==> src/rtl/sseg_scan_if.sv <==
// Datapath-facing bundle of the seven-segment scan driver:
// nibble vector, load strobe and the segment/anode lines.
interface sseg_scan_if #(
    parameter int N_DIGITS = 4
);
    logic [4*N_DIGITS-1:0] value;
    logic                  load;
    logic                  lz_en;
    logic [0:6]            sseg;
    logic [N_DIGITS-1:0]   an;

    modport master (
        output value, load, lz_en,
        input  sseg, an
    );

    modport slave (
        input  value, load, lz_en,
        output sseg, an
    );
endinterface

==> src/rtl/sseg_scan_driver.sv <==
// Time-multiplexed hex seven-segment driver for N common-anode digits
// with shadow register, programmable scan rate and leading-zero blanking.
module sseg_scan_driver #(
    parameter int N_DIGITS = 4,
    parameter int CLK_DIV  = 50000
) (
    input  logic         clk,
    input  logic         rst,
    sseg_scan_if.slave   bus
);
    localparam int TW = (CLK_DIV > 1) ? $clog2(CLK_DIV) : 1;
    localparam int IW = (N_DIGITS > 1) ? $clog2(N_DIGITS) : 1;

    logic [TW-1:0]         tick_q, tick_d;
    logic [IW-1:0]         idx_q, idx_d;
    logic [4*N_DIGITS-1:0] shadow_q, shadow_d;
    logic [0:6]            sseg_q, sseg_d;
    logic [N_DIGITS-1:0]   an_q, an_d;

    logic       step;
    logic [3:0] nib;
    logic       blank;

    function automatic logic [6:0] seg_of(input logic [3:0] n);
        logic [6:0] s;
        case (n)
            4'h0:    s = 7'b1000000;
            4'h1:    s = 7'b1111001;
            4'h2:    s = 7'b0100100;
            4'h3:    s = 7'b0110000;
            4'h4:    s = 7'b0011001;
            4'h5:    s = 7'b0010010;
            4'h6:    s = 7'b0000010;
            4'h7:    s = 7'b1111000;
            4'h8:    s = 7'b0000000;
            4'h9:    s = 7'b0010000;
            4'hA:    s = 7'b0001000;
            4'hB:    s = 7'b0000011;
            4'hC:    s = 7'b1000110;
            4'hD:    s = 7'b0100001;
            4'hE:    s = 7'b0000110;
            default: s = 7'b0001110;
        endcase
        return s;
    endfunction

    assign step = (tick_q == TW'(CLK_DIV - 1));

    always_comb begin
        tick_d   = step ? '0 : tick_q + 1'b1;
        idx_d    = idx_q;
        if (step) begin
            idx_d = (idx_q == IW'(N_DIGITS - 1)) ? '0 : idx_q + 1'b1;
        end
        shadow_d = bus.load ? bus.value : shadow_q;
    end

    // Digit i > 0 blanks when it and all higher nibbles are zero.
    always_comb begin
        nib   = 4'h0;
        blank = 1'b0;
        an_d  = '1;
        for (int i = 0; i < N_DIGITS; i++) begin
            if (idx_q == IW'(i)) begin
                nib     = shadow_q[4*i +: 4];
                blank   = (i != 0) && ((shadow_q >> (4*i)) == '0);
                an_d[i] = 1'b0;
            end
        end
        sseg_d = (bus.lz_en && blank) ? 7'h7F : seg_of(nib);
    end

    always_ff @(posedge clk or posedge rst) begin
        if (rst) begin
            tick_q   <= '0;
            idx_q    <= '0;
            shadow_q <= '0;
            sseg_q   <= 7'h7F;
            an_q     <= '1;
        end else begin
            tick_q   <= tick_d;
            idx_q    <= idx_d;
            shadow_q <= shadow_d;
            sseg_q   <= sseg_d;
            an_q     <= an_d;
        end
    end

    assign bus.sseg = sseg_q;
    assign bus.an   = an_q;
endmodule
==> src/flat_wrapper.sv <==
// flat-port wrapper written by rule: the top's interface ports become plain ports
module sseg_scan_driver_flat 
#(
    parameter int N_DIGITS = 4,
    parameter int CLK_DIV  = 50000
)
  (clk, rst, bus_value, bus_load, bus_lz_en, bus_sseg, bus_an);
  sseg_scan_if #(.N_DIGITS(N_DIGITS)) bus_i ();
  input  logic clk;
  input  logic rst;
  input wire logic [$bits(bus_i.value)-1:0] bus_value;
  input wire logic [$bits(bus_i.load)-1:0] bus_load;
  input wire logic [$bits(bus_i.lz_en)-1:0] bus_lz_en;
  output wire logic [$bits(bus_i.sseg)-1:0] bus_sseg;
  output wire logic [$bits(bus_i.an)-1:0] bus_an;
  assign bus_i.value = bus_value;
  assign bus_i.load = bus_load;
  assign bus_i.lz_en = bus_lz_en;
  assign bus_sseg = bus_i.sseg;
  assign bus_an = bus_i.an;
  sseg_scan_driver #(.N_DIGITS(N_DIGITS), .CLK_DIV(CLK_DIV)) u_core (.clk(clk), .rst(rst), .bus(bus_i));
endmodule
==> config.mk <==
export PLATFORM = sky130hd
export DESIGN_NAME = sseg_scan_driver_flat
export DESIGN_NICKNAME = d
export VERILOG_FILES = /design/src/rtl/sseg_scan_if.sv /design/src/rtl/sseg_scan_driver.sv /design/src/flat_wrapper.sv
export SDC_FILE = /design/constraint.sdc
export NUM_CORES = 1
export LEC_CHECK = 0
export ABC_CLOCK_PERIOD_IN_PS = 2830
export BUFFER_PORTS_ARGS = -buffer_cell sky130_fd_sc_hd__buf_4
export CORE_UTILIZATION = 57
export CTS_CLUSTER_DIAMETER = 120
export DETAILED_ROUTE_END_ITERATION = 12
export GPL_ROUTABILITY_DRIVEN = 0
export PLACE_DENSITY = 0.87
export SLEW_MARGIN = 20
export SYNTH_ARGS = -nofsm -noshare
export SYNTH_HDL_FRONTEND = slang
export SYNTH_SLANG_ARGS = --single-unit
==> constraint.sdc <==
create_clock -name clk -period 2.83 [get_ports clk]
set_input_delay 0.283 -clock clk [delete_from_list [all_inputs] [get_ports clk]]
set_output_delay 0.283 -clock clk [all_outputs]
set_load 0.05 [all_outputs]
After elaboration in Yosys (flattened, before gate mapping)
Memories as Yosys holds them, arrays and structs flattened. Cells that the tools add are included.

Add/sub/neg operators: 2. Equal/unequal tests: 4. Muxes and demuxes: 14. Reductions and logical operators: 5.

Operators with widths (count): logical NOT 16 bit (3); adder 16 x 1 -> 16 bit, second input constant (1); == test 16 bit, second input constant (1); two-way mux 16 bit (1); two-way mux 4 bit (4); two-way mux 1 bit (7); two-way mux 7 bit (1); == test 2 bit, second input constant (2); adder 2 x 1 -> 2 bit, second input constant (1); == test 2 x 1 -> 1 bit, second input constant (1); logical NOT 2 bit (1); two-way mux 2 bit (1); logical AND 1 bit (1).

Register bits after elaboration: 45. Memory bits (read-only): 112. Input bits: 20. Output and inout port bits: 11. Word-level logic and storage cells: 31. Memories kept: 1.

Memories: (name not given) (words 16, bits a word 7, read ports 1, clocked after memory_dff 0, write ports 0, line sseg_scan_driver.sv:26) `case (n)`.

Logic depth before layout (Yosys ltp)
Gate-level depths: netlist (run 1). An unclocked memory read counts as a cell.

Word-level depth: 7. Depth in mapped cells: 11.

Worst setup path after synthesis (run 1)
OpenSTA, ideal clock, no wires.

Kind: register to register. Start: register u_core.idx_q[0]. End: register u_core.sseg_q (netlist bit u_core.bus.sseg[5]). Library setup time: 0.065 ns. Arrival: 2.024 ns. Data required time: 2.765 ns. Path slack: 0.741 ns. Stages on the path, launching flop included: 10. Buffers on the path: 0. Period minus slack after synthesis: 2.089 ns. Path through: dfrtp_1 -> ha_1 -> inv_1 -> o22ai_1 -> a31oi_1 -> inv_1 -> ha_1 -> nor2_1 -> a211o_1 -> nand3_1.

Cells in the longest elaborated chain, start to end: 7.

Ends and longest elaborated chain: start: declaration (line sseg_scan_driver.sv:15) `logic [IW-1:0] idx_q, idx_d;`; start signal: assignment (line sseg_scan_driver.sv:82) `idx_q <= idx_d;`; logical NOT 2 bit (line sseg_scan_driver.sv:64) `if (idx_q == IW'(i)) begin`; two-way mux 4 bit (4 in series) (line sseg_scan_driver.sv:64); memory read (16 x 7 bit); two-way mux 7 bit * (line sseg_scan_driver.sv:70) `sseg_d = (bus.lz_en && blank) ? 7'h7F : seg_of(nib);`; named net u_core.sseg_d, one bit (line sseg_scan_driver.sv:17) `logic [0:6] sseg_q, sseg_d;`; end signal: assignment (line sseg_scan_driver.sv:84) `sseg_q <= sseg_d;`; end: declaration (line sseg_scan_driver.sv:17).

Mark *: on every way through the listed nets, which the timed path passes. The rest lies on a longest branch. A chain may end at the register's enable or synchronous reset.

Final worst setup path (run 1)
Start: register u_core.idx_q[0]. End: register u_core.sseg_q (netlist bit u_core.bus.sseg[1]).

The elaborated chain is that of the path after synthesis.

==> results.yml, run 1 <==
timing:
  max_slew.worst_pin.slew_ps: 807
  setup_viol: 0
  rsz0062_at_grt: "false"
  maxSlewViolCount: 0
  fin_setup_tns_ps: 0
  max_freq_mhz: 443
  fin_crit_ps: 2260
  clock_skew_ps: 2.70
  slew_headroom_pct: 46.1
  setup_ws_ps: 574
  final-hold-violation-count: 0
  fin_crit_sh_pct: 79.7
synth:
  syn_nets: 227
  synth_seq_cells: 45
  synthTopCellsByArea: "dfrtp_1, dfstp_2, mux2_2"
  synth_top_area_share_pct: 37.3
  synth_edf_count: 0
  postSynthAreaPerCell_um2: 11.6
  synth_area_mm2: 0.00228
  seq_area_frac_synth_pct: 50.0
  synth.distinct_cells: 46
  yosysWarnings: 0
  synthFlopType: "dfrtp_1"
  yosysTopAreaCell: "dfrtp_1"
  synthCells: 196
  ys_async_sr_fraction_pct: 100
place:
  placed_area_mm2: 0.00255
  dp_cells: 272
  place.port_buffers: 30
  place_hpwl_um: 3150
  place_ws_ps: 604
clock_tree:
  cts_buffers: 5
  cts.path.max_buffers: 2
  clk_latency_ps: 290
  htree_num_levels: 2
  cts_root_buf: "clkbuf_8"
  clkSinkCount: 45
  cts_resized: 0
  cts_tree: "yes"
  cts_setup_buffers: 0
  clkTransAtPathRegs_ps: 80
  holdBufCountCts: 0
power:
  seq_power_share_pct: 54.2
  clkPwrFrac_pct: 27.3
  pwr-share-comb_pct: 18.5
  p_sw_uw: 365
  ir_drop_mv: 0.313
  leakagePower_uw: 0.00116
  powerDensity_mw_per_mm2: 506
  p_sw_share_pct: 27.5
  internal-power_uw: 963
layout:
  insertedDiodeCount: 0
  layout.nets: 262
  final-seq-area_mm2: 0.00114
  final_area_mm2: 0.00263
  drive_above_1_share_pct: 32.9
  multi_input_area_mm2: 0.00106
  fill_cells: 291
  synthToLayoutAreaGrowth_pct: 15.1
  stdcell_count: 279
global_routing:
  grt.overflow.total: 0
  track_usage_pct: 23.4
  grt_max_degree: 23
  grt_pass1_wl_um: 7360
  antenna_found_initial: 0
  grt_pass1_vias: 1604
critical_path:
  crit_path_max_incr_delay_ps: 390
  worst_path_max_delay_cell: "dfrtp_1"
  cp_common_cell: "ha_1"
  reg2reg_slack_ps: 570
  endpoint_kind: "flop"
  crit_required_ps: 3030
  reg2reg_from: "u_core.idx_q[0]"
  worstPathMaxFanout: 7
  critPathBufInv: 2
  cp.arrival_ps: 2460
  path_delay_family: "adder cells"
  crit_chain: "ha_1, inv_1, o22ai_1, a31oi_1, buf_4, ha_1, mux2_1, nand2_1, o311ai_1"
  r2r_cells: 9
  crit_path_start_kind: "flop"
  regToRegEndpoint: "u_core.bus.sseg[1]"
  critPathKind: "reg -> reg"
  critical_path_depth: 9
floorplan:
  initial_core_util_pct: 60.9
  row_count: 22
  fp.dieH_um: 65.3
  io_pins: 31
  coreArea_mm2: 0.00374
  die_w_um: 65.3
  die-area_mm2: 0.00426
flow_run:
  drv_cap: 0
detailed_routing:
  viasPerCell: 5.65
  finalWirelength_um: 4190
  first_pass_iters: 4
  wl_per_cell_um: 15.0
  drcViolationCount: 0
  dr.first_iter.drc_count: 111
  route.antenna.remaining_nets: 0
  via_count: 1577
outcome:
  status: "finished clean"
worst_hold_path:
  min_path_type: "in -> async"
[flip-flops by register name (all words and copies together) (netlist names)]
register         count
u_core.tick_q       16
u_core.bus.an        4
u_core.bus.sseg      7
u_core.idx_q         2
u_core.shadow_q     16
[cells in the final DEF (no fill, tap or decap), types with 7 or more instances in the layout]
master | Yosys | layout
buf_4 | 0 | 34
dfrtp_1 | 34 | 34
nand2_1 | 17 | 17
mux2_2 | 16 | 16
nor2_1 | 15 | 15
ha_1 | 11 | 11
dfstp_2 | 11 | 11
nand3_1 | 10 | 10
inv_1 | 9 | 9
xnor2_1 | 7 | 7
[synthesized netlist by cell type (2+ instances only)]
library cell,count
dfstp_2,11
a31oi_1,2
xor2_1,6
and3_1,2
o221ai_1,2
buf_6,3
a21oi_1,2
nand4_1,6
nor3b_2,2
a311oi_4,2
nor2_1,15
nor2b_1,4
ha_1,11
mux2_2,16
or3_1,2
clkbuf_1,2
nand2_1,17
dfrtp_1,34
mux2i_1,2
nand3_1,10
inv_1,9
o21ai_0,5
o22ai_1,2
xnor2_1,7
[power by group through the flow]
stage               sequential, uW  clock [uW]  combinational [uW]
finish                         720         363                 245
global route                   725         394                 265
CTS                            720         380                 246
detailed placement             732           0                 245
global placement               730           0                 238
floorplan                      791           0                 110
[stage by stage]
stage / power (uW) / utilization, % / hold WS, ps
final: 1330 / 70.2 / 148
after global placement: 969 / 68.1 / 475
after global routing: 1380 / 70.2 / 211
after detailed placement: 978 / 68.1 / 481
after CTS: 1350 / 70.2 / 171
after floorplan: 901 / - / 435
[cell families after synthesis]
family / count (synthesis) / share of synthesized area [%]
simple gates: 69 / 17.2
mux: 19 / 9.27
xor+xnor: 13 / 4.99
compound gates: 23 / 8.89
fa+ha+maj: 11 / 6.03
flops: 45 / 50.0
buf+inv: 16 / 3.67
[per-layer routing]
metal | up-vias | global-route usage (%) | wire length [um]
met4 | 0 | 12.2 | 122
met1 | 776 | 29.2 | 1850
li1 | 757 | - | -
met5 | - | 0 | 0
met2 | 33 | 38.3 | 2080
met3 | 11 | 4.51 | 139
[worst reg2reg max path: stages, from the launching register on]
cell and delay [ps]:
dfrtp_1 390, ha_1 360, inv_1 200, o22ai_1 250, a31oi_1 70, buf_4 170
ha_1 240, mux2_1 310, nand2_1 70, o311ai_1 110
[area by class of cell]
type	instances	share of cell area, %
Sequential cell	45	43.4
Multi-Input combinational cell	135	40.3
Timing Repair Buffer	34	9.72
Clock buffer	6	2.76
Tap cell	48	2.29
Inverter	10	1.43
Clock inverter	1	0.143
[how the worst max path moves through the flow]
stage / startpoint / end / slack, ps
final: u_core.idx_q[0] / u_core.bus.sseg[1] / 570
after global routing: u_core.idx_q[0] / u_core.bus.sseg[5] / 410
after CTS: u_core.idx_q[0] / u_core.bus.sseg[1] / 570
after detailed placement: u_core.idx_q[0] / u_core.bus.sseg[1] / 600
after global placement: u_core.idx_q[0] / u_core.bus.sseg[5] / 730
after floorplan: u_core.idx_q[0] / u_core.bus.sseg[5] / 740
No activity file was read; power rests on OpenSTA's default activity.
==> inputs of run 2 (changes only) <==
--- a/config.mk
+++ b/config.mk
@@ -5,7 +5,8 @@
 export SDC_FILE = /design/constraint.sdc
 export NUM_CORES = 1
 export LEC_CHECK = 0
-export ABC_CLOCK_PERIOD_IN_PS = 2830
+export ABC_AREA = 1
+export ABC_CLOCK_PERIOD_IN_PS = 2150
 export BUFFER_PORTS_ARGS = -buffer_cell sky130_fd_sc_hd__buf_4
 export CORE_UTILIZATION = 57
 export CTS_CLUSTER_DIAMETER = 120
==> constraint.sdc (replaced) <==
create_clock -name clk -period 2.15 [get_ports clk]
set_input_delay 0.215 -clock clk [delete_from_list [all_inputs] [get_ports clk]]
set_output_delay 0.215 -clock clk [all_outputs]
set_load 0.05 [all_outputs]
==> run 2 against run 1 <==
Sequential share of layout area decreased by 1.3 points. First-iteration DRC count is 18% higher. Final cell count up 27%. Register-to-register slack worse by 390 ps. Critical endpoint is now u_core.bus.sseg[6]. Largest cell class unchanged. Largest power group unchanged.
==> results.yml, run 2 <==
layout:
  insertedDiodeCount: 0
  final_cell_mix: "nand2_1, dfrtp_1, inv_1, buf_4, nor2_1"
  synthToLayoutAreaGrowth_pct: 15.9
  stdcell_count: 354
  layout.nets: 336
  final_area_mm2: 0.00271
  final_common_cell: "nand2_1"
  drive_above_1_share_pct: 22.9
  finish.utilization_pct: 71.3
place:
  dp_cells: 346
  place.port_buffers: 30
  place_hpwl_um: 3310
  placed_area_mm2: 0.00261
  place_ws_ps: 116
clock_tree:
  cts.path.max_buffers: 2
  cts_buffers: 5
  cts_tree: "yes"
  clkTransAtPathRegs_ps: 80
  cts_root_buf: "clkbuf_8"
  clkSinkCount: 45
  htree_num_levels: 2
  clk_latency_ps: 300
  holdBufCountCts: 0
detailed_routing:
  dr.first_iter.drc_count: 131
  finalWirelength_um: 4430
  via_count: 1834
  route.antenna.remaining_nets: 0
  drcViolationCount: 0
  viasPerCell: 5.18
  first_pass_iters: 4
  wl_per_cell_um: 12.5
synth:
  synth_top_area_share_pct: 36.4
  seq_area_frac_synth_pct: 48.7
  yosysMostFrequentCell: "nand2_1"
  synthCells: 271
  yosysTopAreaCell: "dfrtp_1"
  synthFlopType: "dfrtp_1"
  ys_async_sr_fraction_pct: 100
  syn_nets: 302
  synth.distinct_cells: 29
  postSynthAreaPerCell_um2: 8.63
  yosysWarnings: 0
  synth_edf_count: 0
  synth_commonest_cells: "nand2_1, dfrtp_1, inv_1"
  synthTopCellsByArea: "dfrtp_1, dfstp_2, nand2_1"
  synth_seq_cells: 45
  synth_area_mm2: 0.00234
critical_path:
  reg2reg_from: "u_core.idx_q[1]"
  endpoint: "u_core.bus.sseg[6]"
  regToRegEndpoint: "u_core.bus.sseg[6]"
  r2r_cells: 13
  crit_path_start: "u_core.idx_q[1]"
  worstPathMaxFanout: 6
  crit_required_ps: 2390
  cp.arrival_ps: 2200
  endpoint_kind: "flop"
  reg2reg_slack_ps: 180
  crit_path_start_kind: "flop"
  critPathKind: "reg -> reg"
global_routing:
  grt_max_degree: 46
  antenna_found_initial: 0
  grt_pass1_vias: 1826
  track_usage_pct: 24.5
  grt.overflow.total: 0
  grt_pass1_wl_um: 7960
power:
  powerDensity_mw_per_mm2: 655
  ir_drop_mv: 0.431
  leakagePower_uw: 0.00136
outcome:
  status: "finished clean"
timing:
  setup_viol: 0
  setup_ws_ps: 182
  slew_headroom_pct: 63.7
  max_freq_mhz: 508
  fin_setup_tns_ps: 0
  maxSlewViolCount: 0
  fin_crit_ps: 1970
  clock_skew_ps: 7.75
  max_slew.worst_pin.slew_ps: 542
  fin_crit_sh_pct: 91.5
  final-hold-violation-count: 0
flow_run:
  drv_cap: 0
floorplan:
  fp.dieH_um: 66.1
  row_count: 22
  initial_core_util_pct: 61.6
  io_pins: 31
  die-area_mm2: 0.00436
  die_w_um: 66.1
  coreArea_mm2: 0.00380
worst_hold_path:
  min_path_type: "in -> async"
-- run 2: cell count changes after synthesis, sizes merged, moves of 7 or more --
cell,change
nor3,+8
nand2,+51
inv,+24
nand3,+17
mux2,-10
nor2,+12
o21ai,+7
-- run 2: layout make-up --
cell class | instances | area [um^2]
Inverter | 34 | 128
Tap cell | 48 | 60.1
Sequential cell | 45 | 1140
Multi-Input combinational cell | 188 | 1060
Timing Repair Buffer | 31 | 233
Clock buffer | 8 | 90.1
Fill cell | 297 | 1090
-- run 2: worst max-delay path: stages, from the launching register on --
cell     delay (ps)
dfrtp_1         410
inv_1           110
ha_1            240
inv_2            80
nand2_1          80
nand3_1          70
nand2_1          70
nand2_1         140
inv_1           140
ha_1            220
inv_1            70
nand2_1          90
nand3_1          80
nand3_1         100
-- run 2: kinds of logic (layout without fill, tap and decap cells) --
group,after synthesis,in the layout,share of synthesized area [%]
buf+inv,38,73,6.31
flops,45,45,48.7
simple gates,136,136,25.8
compound gates,21,21,4.98
xor+xnor,13,13,4.87
fa+ha+maj,11,11,5.89
mux,7,7,3.37
-- run 2: what timing repair did --
item | in CTS | in global routing
gates resized for setup | 0 | 3
buffers inserted | 0 | 0
endpoints found under the setup margin | 0 | 7
-- run 2: how the worst min path moves through the flow --
| stage | depth (start not counted) | from | slack, ps | to |
|---|---|---|---|---|
| after global placement | 3 | rst | 390 | u_core.tick_q[13] |
| after detailed placement | 3 | rst | 400 | u_core.tick_q[11] |
| after floorplan | 2 | bus_value[15] | 330 | u_core.shadow_q[15] |
| after CTS | 3 | rst | 70 | u_core.tick_q[11] |
| after global routing | 3 | rst | 100 | u_core.tick_q[12] |
| final | 3 | rst | 50 | u_core.tick_q[7] |
-- run 2: per-layer routing --
metal | routed length (um) | track usage (%) | part of all wire, %
met5 | 0 | 0 | 0
met4 | 68 | 9.57 | 1.5
met2 | 2160 | 42.2 | 49
met3 | 222 | 4.66 | 5.0
met1 | 1980 | 30.0 | 45
-- run 2: metrics by stage --
step | total power [uW] | hold WS [ps]
6_report | 1780 | 47.5
5_1_grt | 1860 | 99.3
4_1_cts | 1790 | 67.8
3_5_place_dp | 1260 | 397
3_3_place_gp | 1250 | 393
2_1_floorplan | 1160 | 332
-- run 2: report_power, final --
group / internal, uW / switching, uW
combinational: 108 / 204
sequential: 911 / 24.4
clock: 262 / 267
==> inputs of run 3 (changes only) <==
--- a/config.mk
+++ b/config.mk
@@ -8,6 +8,7 @@
 export ABC_AREA = 1
 export ABC_CLOCK_PERIOD_IN_PS = 2150
 export BUFFER_PORTS_ARGS = -buffer_cell sky130_fd_sc_hd__buf_4
+export CORE_ASPECT_RATIO = 1.1
 export CORE_UTILIZATION = 57
 export CTS_CLUSTER_DIAMETER = 120
 export DETAILED_ROUTE_END_ITERATION = 12
==> run 3 against run 2 <==
Utilization shrank 1.5 points. Count of clock-buffer cells in the layout shrank 1. Critical path depth is the same. Critical endpoint unchanged. Worst hold slack gained 1.0 ps. Register-to-register slack gained 40 ps. Critical path type unchanged. Global-route usage shrank 1.5 points. Clock power grew 24%. Via count grew 2.0%. Fmax grew 2.2%. Highest routed layer unchanged.
==> results.yml, run 3 (synthesized netlist as in run 2, its figures left out) <==
critical_path:
  endpoint_kind: "flop"
  path_delay_family: "simple AND/OR/NAND/NOR gates"
  reg2reg_slack_ps: 220
  r2r_cells: 13
  cp.arrival_ps: 2160
  critical_path_depth: 13
  crit_required_ps: 2390
  critPathKind: "reg -> reg"
  crit_chain: "inv_1, ha_2, nand2_1, nand2_1, nand3_1, nand2_1, nand2_2, inv_1, ha_1, inv_1, nand2_1, nand3_1, nand3_1"
  worst_path_max_delay_cell: "dfrtp_1"
  worstPathMaxFanout: 6
  crit_path_max_incr_delay_ps: 420
  critPathBufInv: 3
  cp_common_cell: "nand2_1"
  crit_path_start_kind: "flop"
power:
  seq_power_share_pct: 49.0
  powerDensity_mw_per_mm2: 694
  leakagePower_uw: 0.00137
  internal-power_uw: 1400
  p_sw_uw: 508
  p_sw_share_pct: 26.7
  clkPwrFrac_pct: 34.5
  pwr-share-comb_pct: 16.5
  ir_drop_mv: 0.528
floorplan:
  fp.dieH_um: 69.2
  io_pins: 31
  initial_core_util_pct: 59.4
  die-area_mm2: 0.00436
  coreArea_mm2: 0.00393
  row_count: 24
  die_w_um: 63.1
worst_hold_path:
  min_path_type: "in -> async"
layout:
  insertedDiodeCount: 0
  layout.nets: 336
  final_common_cell: "nand2_1"
  finish.utilization_pct: 69.8
  fill_cells: 294
  stdcell_count: 358
  synthToLayoutAreaGrowth_pct: 17.4
  drive_above_1_share_pct: 24.2
  final_cell_mix: "nand2_1, dfrtp_1, buf_4, inv_1, nor2_1"
place:
  place.port_buffers: 30
  dp_cells: 350
  place_hpwl_um: 3320
clock_tree:
  cts_tree: "yes"
  htree_num_levels: 2
  cts_buffers: 5
  cts_setup_buffers: 0
  cts.path.max_buffers: 2
  clkSinkCount: 45
  clkTransAtPathRegs_ps: 90
  cts_root_buf: "clkbuf_8"
  clk_latency_ps: 300
timing:
  max_freq_mhz: 519
  whs_ps: 48.5
  slew_headroom_pct: 64.1
  fin_crit_sh_pct: 89.6
  max_slew.worst_pin.slew_ps: 539
  final-hold-violation-count: 0
  clock_skew_ps: 7.16
  fin_crit_ps: 1930
  maxSlewViolCount: 0
  rsz0062_at_grt: "false"
  fin_setup_tns_ps: 0
  setup_viol: 0
global_routing:
  grt_max_degree: 46
  grt.overflow.total: 0
  track_usage_pct: 23.0
  antenna_found_initial: 0
  grt_pass1_wl_um: 7800
  grt_pass1_vias: 1841
detailed_routing:
  via_count: 1870
  wl_per_cell_um: 12.6
  route.antenna.remaining_nets: 0
  viasPerCell: 5.22
  first_pass_iters: 5
  dr.first_iter.drc_count: 100
  finalWirelength_um: 4510
  drcViolationCount: 0
outcome:
  status: "finished clean"
flow_run:
  drv_cap: 0
## run 3: changes by cell type in the layout (fill, tap and decap cells not counted), sizes merged
| cell | delta |
|---|---|
| bufinv | +1 |
| clkbuf | -1 |
## run 3: final cells by class
cell class | instances | area (um^2) | area share [%]
flip-flops and latches | 45 | 1140 | 41.5
multi-input cells | 188 | 1060 | 38.8
repair buffers | 31 | 233 | 8.47
inverters | 34 | 128 | 4.65
clock buffers | 7 | 86.3 | 3.14
well taps | 52 | 65.1 | 2.37
clock inverters | 1 | 30.0 | 1.09
## run 3: power by group through the flow
| stage | logic, uW | registers (uW) | clock network (uW) |
|---|---|---|---|
| 2_1_floorplan | 137 | 1030 | 0 |
| 3_3_place_gp | 304 | 949 | 0 |
| 3_5_place_dp | 311 | 950 | 0 |
| 4_1_cts | 312 | 934 | 671 |
| 5_1_grt | 341 | 941 | 703 |
| 6_report | 314 | 934 | 657 |
## run 3: layer usage
metal	track usage [%]	wire, um	part of all wire, %
met5	0	0	0
met1	27.1	1820	40
met4	8.27	80	1.8
met3	4.93	199	4.4
met2	40.5	2410	54
## run 3: per-stage QoR
stage / setup WS [ps] / power [uW] / cell area, um^2
after global placement: 229 / 1250 / 2620
final: 224 / 1910 / 2750
after detailed placement: 60.4 / 1260 / 2620
after global routing: 50.0 / 1990 / 2750
after CTS: 39.0 / 1920 / 2730
after floorplan: 340 / 1160 / 2340
## run 3: final timing paths
path,start,endpoint
max,u_core.idx_q[0],u_core.bus.sseg[6]
min,rst,u_core.tick_q[6]
max reg2reg,u_core.idx_q[0],u_core.bus.sseg[6]
min reg2reg,u_core.shadow_q[3],u_core.shadow_q[3]
max in group asynchronous,rst,u_core.bus.sseg[5]
min in group clk,bus_value[7],u_core.shadow_q[7]
## run 3: timing repair
action	in CTS	in global routing
gates resized for setup	0	6
hold buffers	0	0
setup endpoints to repair	0	6
## run 3: worst min-delay path: stages
cell   delay (ps)
buf_4         110
inv_1          40
buf_4         450
